File: config.mk
export PLATFORM = sky130hd
export DESIGN_NAME = i2s_tx
export DESIGN_NICKNAME = d
export VERILOG_FILES = /design/src/rtl/i2s_tx.sv
export SDC_FILE = /design/constraint.sdc
export NUM_CORES = 1
export LEC_CHECK = 0
export ABC_AREA = 1
export ABC_CLOCK_PERIOD_IN_PS = 8500
export CAP_MARGIN = 30
export CORE_ASPECT_RATIO = 1.25
export CORE_MARGIN = 1
export CORE_UTILIZATION = 37
export CTS_BUF_LIST = sky130_fd_sc_hd__clkbuf_16
export DETAILED_ROUTE_END_ITERATION = 6
export PLACE_DENSITY_LB_ADDON = 0.2
export SLEW_MARGIN = 5
export SYNTH_ARGS = -nofsm -noshare
export SYNTH_HDL_FRONTEND = slang
export SYNTH_SLANG_ARGS = --single-unit
File: constraint.sdc
create_clock -name HCLK -period 8.5 [get_ports HCLK]
set_input_delay 2.55 -clock HCLK [delete_from_list [all_inputs] [get_ports HCLK]]
set_output_delay 2.55 -clock HCLK [all_outputs]
set_load 0.005 [all_outputs]
File: src/rtl/i2s_tx.sv
// I2S (Philips) master transmitter: frame FIFO, BCLK/WS generation and MSB-first
// serialisation of stereo PCM frames, with underrun signalling on empty loads.
module i2s_tx #(
    parameter int unsigned SAMPLE_W   = 16,
    parameter int unsigned SLOT_W     = 32,
    parameter int unsigned CLK_DIV    = 4,
    parameter int unsigned FIFO_DEPTH = 8
) (
    input  logic                          HCLK,
    input  logic                          HRESETn,
    input  logic                          en,
    input  logic [2*SAMPLE_W-1:0]         s_data,
    input  logic                          s_valid,
    output logic                          s_ready,
    output logic                          sck,
    output logic                          ws,
    output logic                          sd,
    output logic [$clog2(FIFO_DEPTH):0]   fifo_level,
    output logic                          underrun,
    output logic                          busy
);

    localparam int unsigned FRAME_W = 2 * SLOT_W;
    localparam int unsigned BIT_W   = (FRAME_W > 1) ? $clog2(FRAME_W) : 1;
    localparam int unsigned DIV_W   = (CLK_DIV > 1) ? $clog2(CLK_DIV) : 1;
    localparam int unsigned AW      = $clog2(FIFO_DEPTH);
    localparam int unsigned LVL_W   = AW + 1;
    localparam int unsigned PAD     = SLOT_W - SAMPLE_W;

    localparam logic [BIT_W-1:0] LAST_BIT   = BIT_W'(FRAME_W - 1);
    localparam logic [BIT_W-1:0] WS_SET_BIT = BIT_W'(SLOT_W - 1);
    localparam logic [DIV_W-1:0] DIV_LAST   = DIV_W'(CLK_DIV - 1);
    localparam logic [LVL_W-1:0] FULL_LVL   = LVL_W'(FIFO_DEPTH);

    typedef enum logic [1:0] {
        IDLE = 2'd0,
        RUN  = 2'd1,
        STOP = 2'd2
    } state_t;

    state_t               state, state_nxt;
    logic [DIV_W-1:0]     div_cnt, div_nxt;
    logic [BIT_W-1:0]     bit_cnt, bit_nxt;
    logic [FRAME_W-1:0]   shreg, shreg_nxt;
    logic                 sck_nxt, ws_nxt, sd_nxt, underrun_nxt, busy_nxt;
    logic [AW-1:0]        wr_ptr, wr_nxt, rd_ptr, rd_nxt;
    logic [LVL_W-1:0]     level_nxt;
    logic                 ready_nxt;
    logic                 push, pop;

    logic [2*SAMPLE_W-1:0] mem [FIFO_DEPTH];
    logic [2*SAMPLE_W-1:0] head;
    logic [SLOT_W-1:0]     left_slot, right_slot;
    logic [FRAME_W-1:0]    load_word;
    logic                  tick, fall;

    // FIFO head laid out as the full serial frame: each sample MSB-aligned in its slot
    assign head       = mem[rd_ptr];
    assign left_slot  = SLOT_W'(head[2*SAMPLE_W-1:SAMPLE_W]) << PAD;
    assign right_slot = SLOT_W'(head[SAMPLE_W-1:0]) << PAD;
    assign load_word  = {left_slot, right_slot};

    assign tick = (div_cnt == DIV_LAST);
    assign fall = tick && sck;
    assign push = s_valid && s_ready;

    // Next-state, clocking, serialiser and FIFO bookkeeping
    always_comb begin
        state_nxt    = state;
        div_nxt      = div_cnt;
        bit_nxt      = bit_cnt;
        shreg_nxt    = shreg;
        sck_nxt      = sck;
        ws_nxt       = ws;
        sd_nxt       = sd;
        underrun_nxt = 1'b0;
        pop          = 1'b0;

        case (state)
            IDLE: begin
                div_nxt = '0;
                sck_nxt = 1'b0;
                ws_nxt  = 1'b0;
                sd_nxt  = 1'b0;
                if (en) state_nxt = RUN;
            end
            RUN, STOP: begin
                div_nxt   = tick ? '0 : div_cnt + DIV_W'(1);
                sck_nxt   = tick ? ~sck : sck;
                state_nxt = en ? RUN : STOP;
                if (fall) begin
                    if (state == STOP && bit_cnt == LAST_BIT) begin
                        // bit_cnt stays at the last bit so the next RUN starts with a load
                        state_nxt = IDLE;
                        ws_nxt    = 1'b0;
                        sd_nxt    = 1'b0;
                    end else begin
                        if (bit_cnt == LAST_BIT) begin
                            bit_nxt      = '0;
                            pop          = (fifo_level != '0);
                            underrun_nxt = ~pop;
                            shreg_nxt    = pop ? load_word : '0;
                        end else begin
                            bit_nxt   = bit_cnt + BIT_W'(1);
                            shreg_nxt = shreg << 1;
                        end
                        sd_nxt = shreg_nxt[FRAME_W-1];
                        if (bit_nxt == WS_SET_BIT) begin
                            ws_nxt = 1'b1;
                        end else if (bit_nxt == LAST_BIT) begin
                            ws_nxt = 1'b0;
                        end
                    end
                end
            end
            default: state_nxt = IDLE;
        endcase

        busy_nxt  = (state_nxt != IDLE);
        wr_nxt    = push ? wr_ptr + AW'(1) : wr_ptr;
        rd_nxt    = pop ? rd_ptr + AW'(1) : rd_ptr;
        level_nxt = fifo_level + LVL_W'(push) - LVL_W'(pop);
        ready_nxt = (level_nxt != FULL_LVL);
    end

    always_ff @(posedge HCLK or negedge HRESETn) begin
        if (!HRESETn) begin
            state      <= IDLE;
            div_cnt    <= '0;
            bit_cnt    <= LAST_BIT;
            shreg      <= '0;
            sck        <= 1'b0;
            ws         <= 1'b0;
            sd         <= 1'b0;
            underrun   <= 1'b0;
            busy       <= 1'b0;
            wr_ptr     <= '0;
            rd_ptr     <= '0;
            fifo_level <= '0;
            s_ready    <= 1'b1;
        end else begin
            state      <= state_nxt;
            div_cnt    <= div_nxt;
            bit_cnt    <= bit_nxt;
            shreg      <= shreg_nxt;
            sck        <= sck_nxt;
            ws         <= ws_nxt;
            sd         <= sd_nxt;
            underrun   <= underrun_nxt;
            busy       <= busy_nxt;
            wr_ptr     <= wr_nxt;
            rd_ptr     <= rd_nxt;
            fifo_level <= level_nxt;
            s_ready    <= ready_nxt;
        end
    end

    // Frame storage needs no reset; occupancy is tracked by the pointers and level
    always_ff @(posedge HCLK) begin
        if (push) mem[wr_ptr] <= s_data;
    end

endmodule

==> results.cfg <==
[finish]
design_area_sq_um = 15900
drive_gt1_share_pct = 8.07
multiInputGateArea_sq_um = 3550
fillCellCount = 3427
diodes = 0
area_growth_pct = 16.5
regArea_sq_um = 9530
num-nets-final = 1316

[route]
drt_iter0_drc = 549
drc = 0
routed_via_density = 4.80
first_pass_iters = 4
drtAntennaViolNets = 0
wl_mm = 28.5
wire_per_inst_um = 16.1
vias = 8484

[place]
port_buffers = 45
placed_area_sq_um = 14800
gp_congestion = 0.735
post-dp-hpwl_mm = 17.6

[pwr]
ir_drop_uv = 97.7
p_clk_share_pct = 36.0
switching_power_w = 0.00100
powerDensity_nw_per_um2 = 257
swShare_pct = 24.5
leakage_nw = 6.10
combPwrFrac_pct = 13.1
seqPwrFrac_pct = 50.9
p_int_w = 0.00309

[die]
num_rows = 78
die-area_sq_um = 37700
core_area_sq_um = 36300
io_pins = 46
start_util_pct = 37.6
fp.dieW_um = 174
fp.dieH_um = 217

[setup_path]
criticalPathCategory = in2reg
r2r_cells = 16
reg2reg_slack_ps = 4580
cp.arrival_ps = 4340
critPathLaunch = s_valid
rr_endpoint = s_ready
cp_max_fo = 17
cp-end-kind = flip-flop
worstReg2RegStart = state[1]
crit_required_ps = 8710
start_kind = input pin

[timing]
max-slew-margin-rel_pct = 39.1
grt_setup_unrepaired = no
period_needed_ps = 4130
finalMaxSlewViolations = 0
hold_viol = 0
clock_skew_ps = 12.3
min_period_over_period_pct = 48.6
setup_viol = 0
worst_slew_pin_slew_ps = 911
fmax_mhz = 242
fin_tns_setup_ps = 0

[synth]
ys_seq_elements = 329
synth_cell_types = 34
yosysWarnings = 0
synthCells = 1230
avgSynthCellArea_sq_um = 11.1
synth_area_sq_um = 13700
synth_nets = 1280
yosysSeqAreaShare_pct = 69.7

[clocking]
h-tree-depth = 2
cts_sinks = 329
ctsHoldBuffers = 0
cts_setup_buffers = 0
cts_buffers = 35
cts_tree = done
cts-root-buf = clkbuf_16
cts.reportedPaths.clkPinSlew_ps = 60
clkLatencyLatePin_ps = 510
cts_resized = 0
cts_buffer_depth = 3

[hold_path]
hold_start = sd
hold_depth = 2
whs_endpoint = sd
hold_path.class = reg2reg

[run]
drv_cap = 0

[global_routing]
grt_usage_pct = 15.5
grt_pass1_vias = 8394
grt_pass1_wl_mm = 45.9
antenna_found_initial = 0
grt_start_max_net_pins = 94
gr-total-overflow = 0

[status]
status = finished, final reports clean
[synth_stat cells]
cell / n / area [sq um]
nand2_1: 340 / 1280
edfxtp_1: 256 / 7690
nor2_1: 114 / 428
nand3_1: 107 / 536
inv_1: 83 / 312
dfrtp_1: 66 / 1650
a21oi_1: 64 / 320
o21ai_0: 43 / 215
buf_2: 33 / 165
o211ai_1: 31 / 233
clkbuf_1: 24 / 90.1
ha_1: 13 / 163
o22ai_2: 10 / 125
dfstp_2: 7 / 184
inv_2: 4 / 15.0
o21ai_1: 4 / 20.0
o22ai_1: 4 / 25.0
buf_4: 3 / 22.5
buf_6: 3 / 33.8
buf_1: 2 / 7.51
nand2_2: 2 / 12.5
nand4_1: 2 / 12.5
nor2_4: 2 / 22.5
xnor2_1: 2 / 17.5
xor2_1: 2 / 17.5
clkinv_1: 1 / 3.75
fa_1: 1 / 20.0
nand3_2: 1 / 10.0
nor2_2: 1 / 6.26
nor3_1: 1 / 5.00
nor4_1: 1 / 6.26
o21bai_1: 1 / 7.51
o31ai_1: 1 / 7.51
or2_2: 1 / 6.26
[power by group through the flow]
| stage | clock network, W | logic [W] | registers, W |
|---|---|---|---|
| CTS | 0.00151 | 0.000548 | 0.00209 |
| finish | 0.00147 | 0.000534 | 0.00208 |
| floorplan | 0 | 0.000315 | 0.00210 |
| global placement | 0 | 0.000498 | 0.00212 |
| global route | 0.00157 | 0.000608 | 0.00211 |
| detailed placement | 0 | 0.000545 | 0.00212 |
[placed cells by master (no fill, tap or decap), drive strengths merged, types with 3 or more instances in the layout]
master and n:
nand2 342, edfxtp 256, nor2 117, nand3 108, inv 99, dfrtp 66, a21oi 64, o21ai 47
clkdlybuf4s50 44, clkbuf 38, o211ai 31, buf 20, o22ai 14, ha 13, clkinv 8, dfstp 7
bufinv 3
[kinds of logic after synthesis]
kind of cell	after synthesis	synth area share, %
flops	329	69.7
compound gates	158	6.98
simple gates	572	17.0
buf+inv	153	4.75
xor+xnor	4	0.256
fa+ha+maj	14	1.34
[layer usage]
layer	vias to the layer above	global-route usage (%)	share of wire [%]
met3	30	2.34	3.3
met4	0	4.59	1.8
li1	4240	-	-
met2	110	27.9	52
met1	4104	19.3	43
met5	-	0	0
[per-stage QoR]
| stage | cells | setup slack, ps | power, W | util [%] | hold WS [ps] |
|---|---|---|---|---|---|
| after floorplan | 1230 | 3760 | 0.00242 | - | 449 |
| after global placement | 1697 | 3590 | 0.00261 | 40.0 | 467 |
| after detailed placement | 1707 | 3830 | 0.00266 | 40.6 | 481 |
| after CTS | 1767 | 4040 | 0.00415 | 43.7 | 490 |
| after global routing | 1769 | 4150 | 0.00429 | 43.9 | 500 |
| final | 1769 | 4370 | 0.00409 | 43.9 | 487 |
[area by class of cell]
class	instances	area share (%)
sequential	329	59.8
multi-input combinational	748	22.3
clock buffer	38	5.97
timing repair buffer	64	4.98
tap	480	3.77
inverter	88	2.07
clock inverter	22	1.04
[critical path: stages]
cell,delay [ps]
clkdlybuf4s50_1,450
nand2_1,120
or2_2,410
nor2_4,540
buf_16,230
[how the worst max path moves through the flow]
stage	depth (start not counted)	to	slack, ps
after floorplan	3	mem[0][0]	3760
after global placement	4	mem[2][17]	3590
after detailed placement	5	mem[4][17]	3830
after CTS	16	s_ready	4040
after global routing	16	s_ready	4150
final	5	mem[4][9]	4370
[state kept, by name, indices dropped and copies added, names as in the netlist, 2 cells and up]
| name | flops |
|---|---|
| fifo_level | 4 |
| shreg | 47 |
| bit_cnt | 6 |
| state | 2 |
| rd_ptr | 3 |
| wr_ptr | 3 |
| div_cnt | 2 |
| mem | 256 |
(Power assumes the default switching activity.)
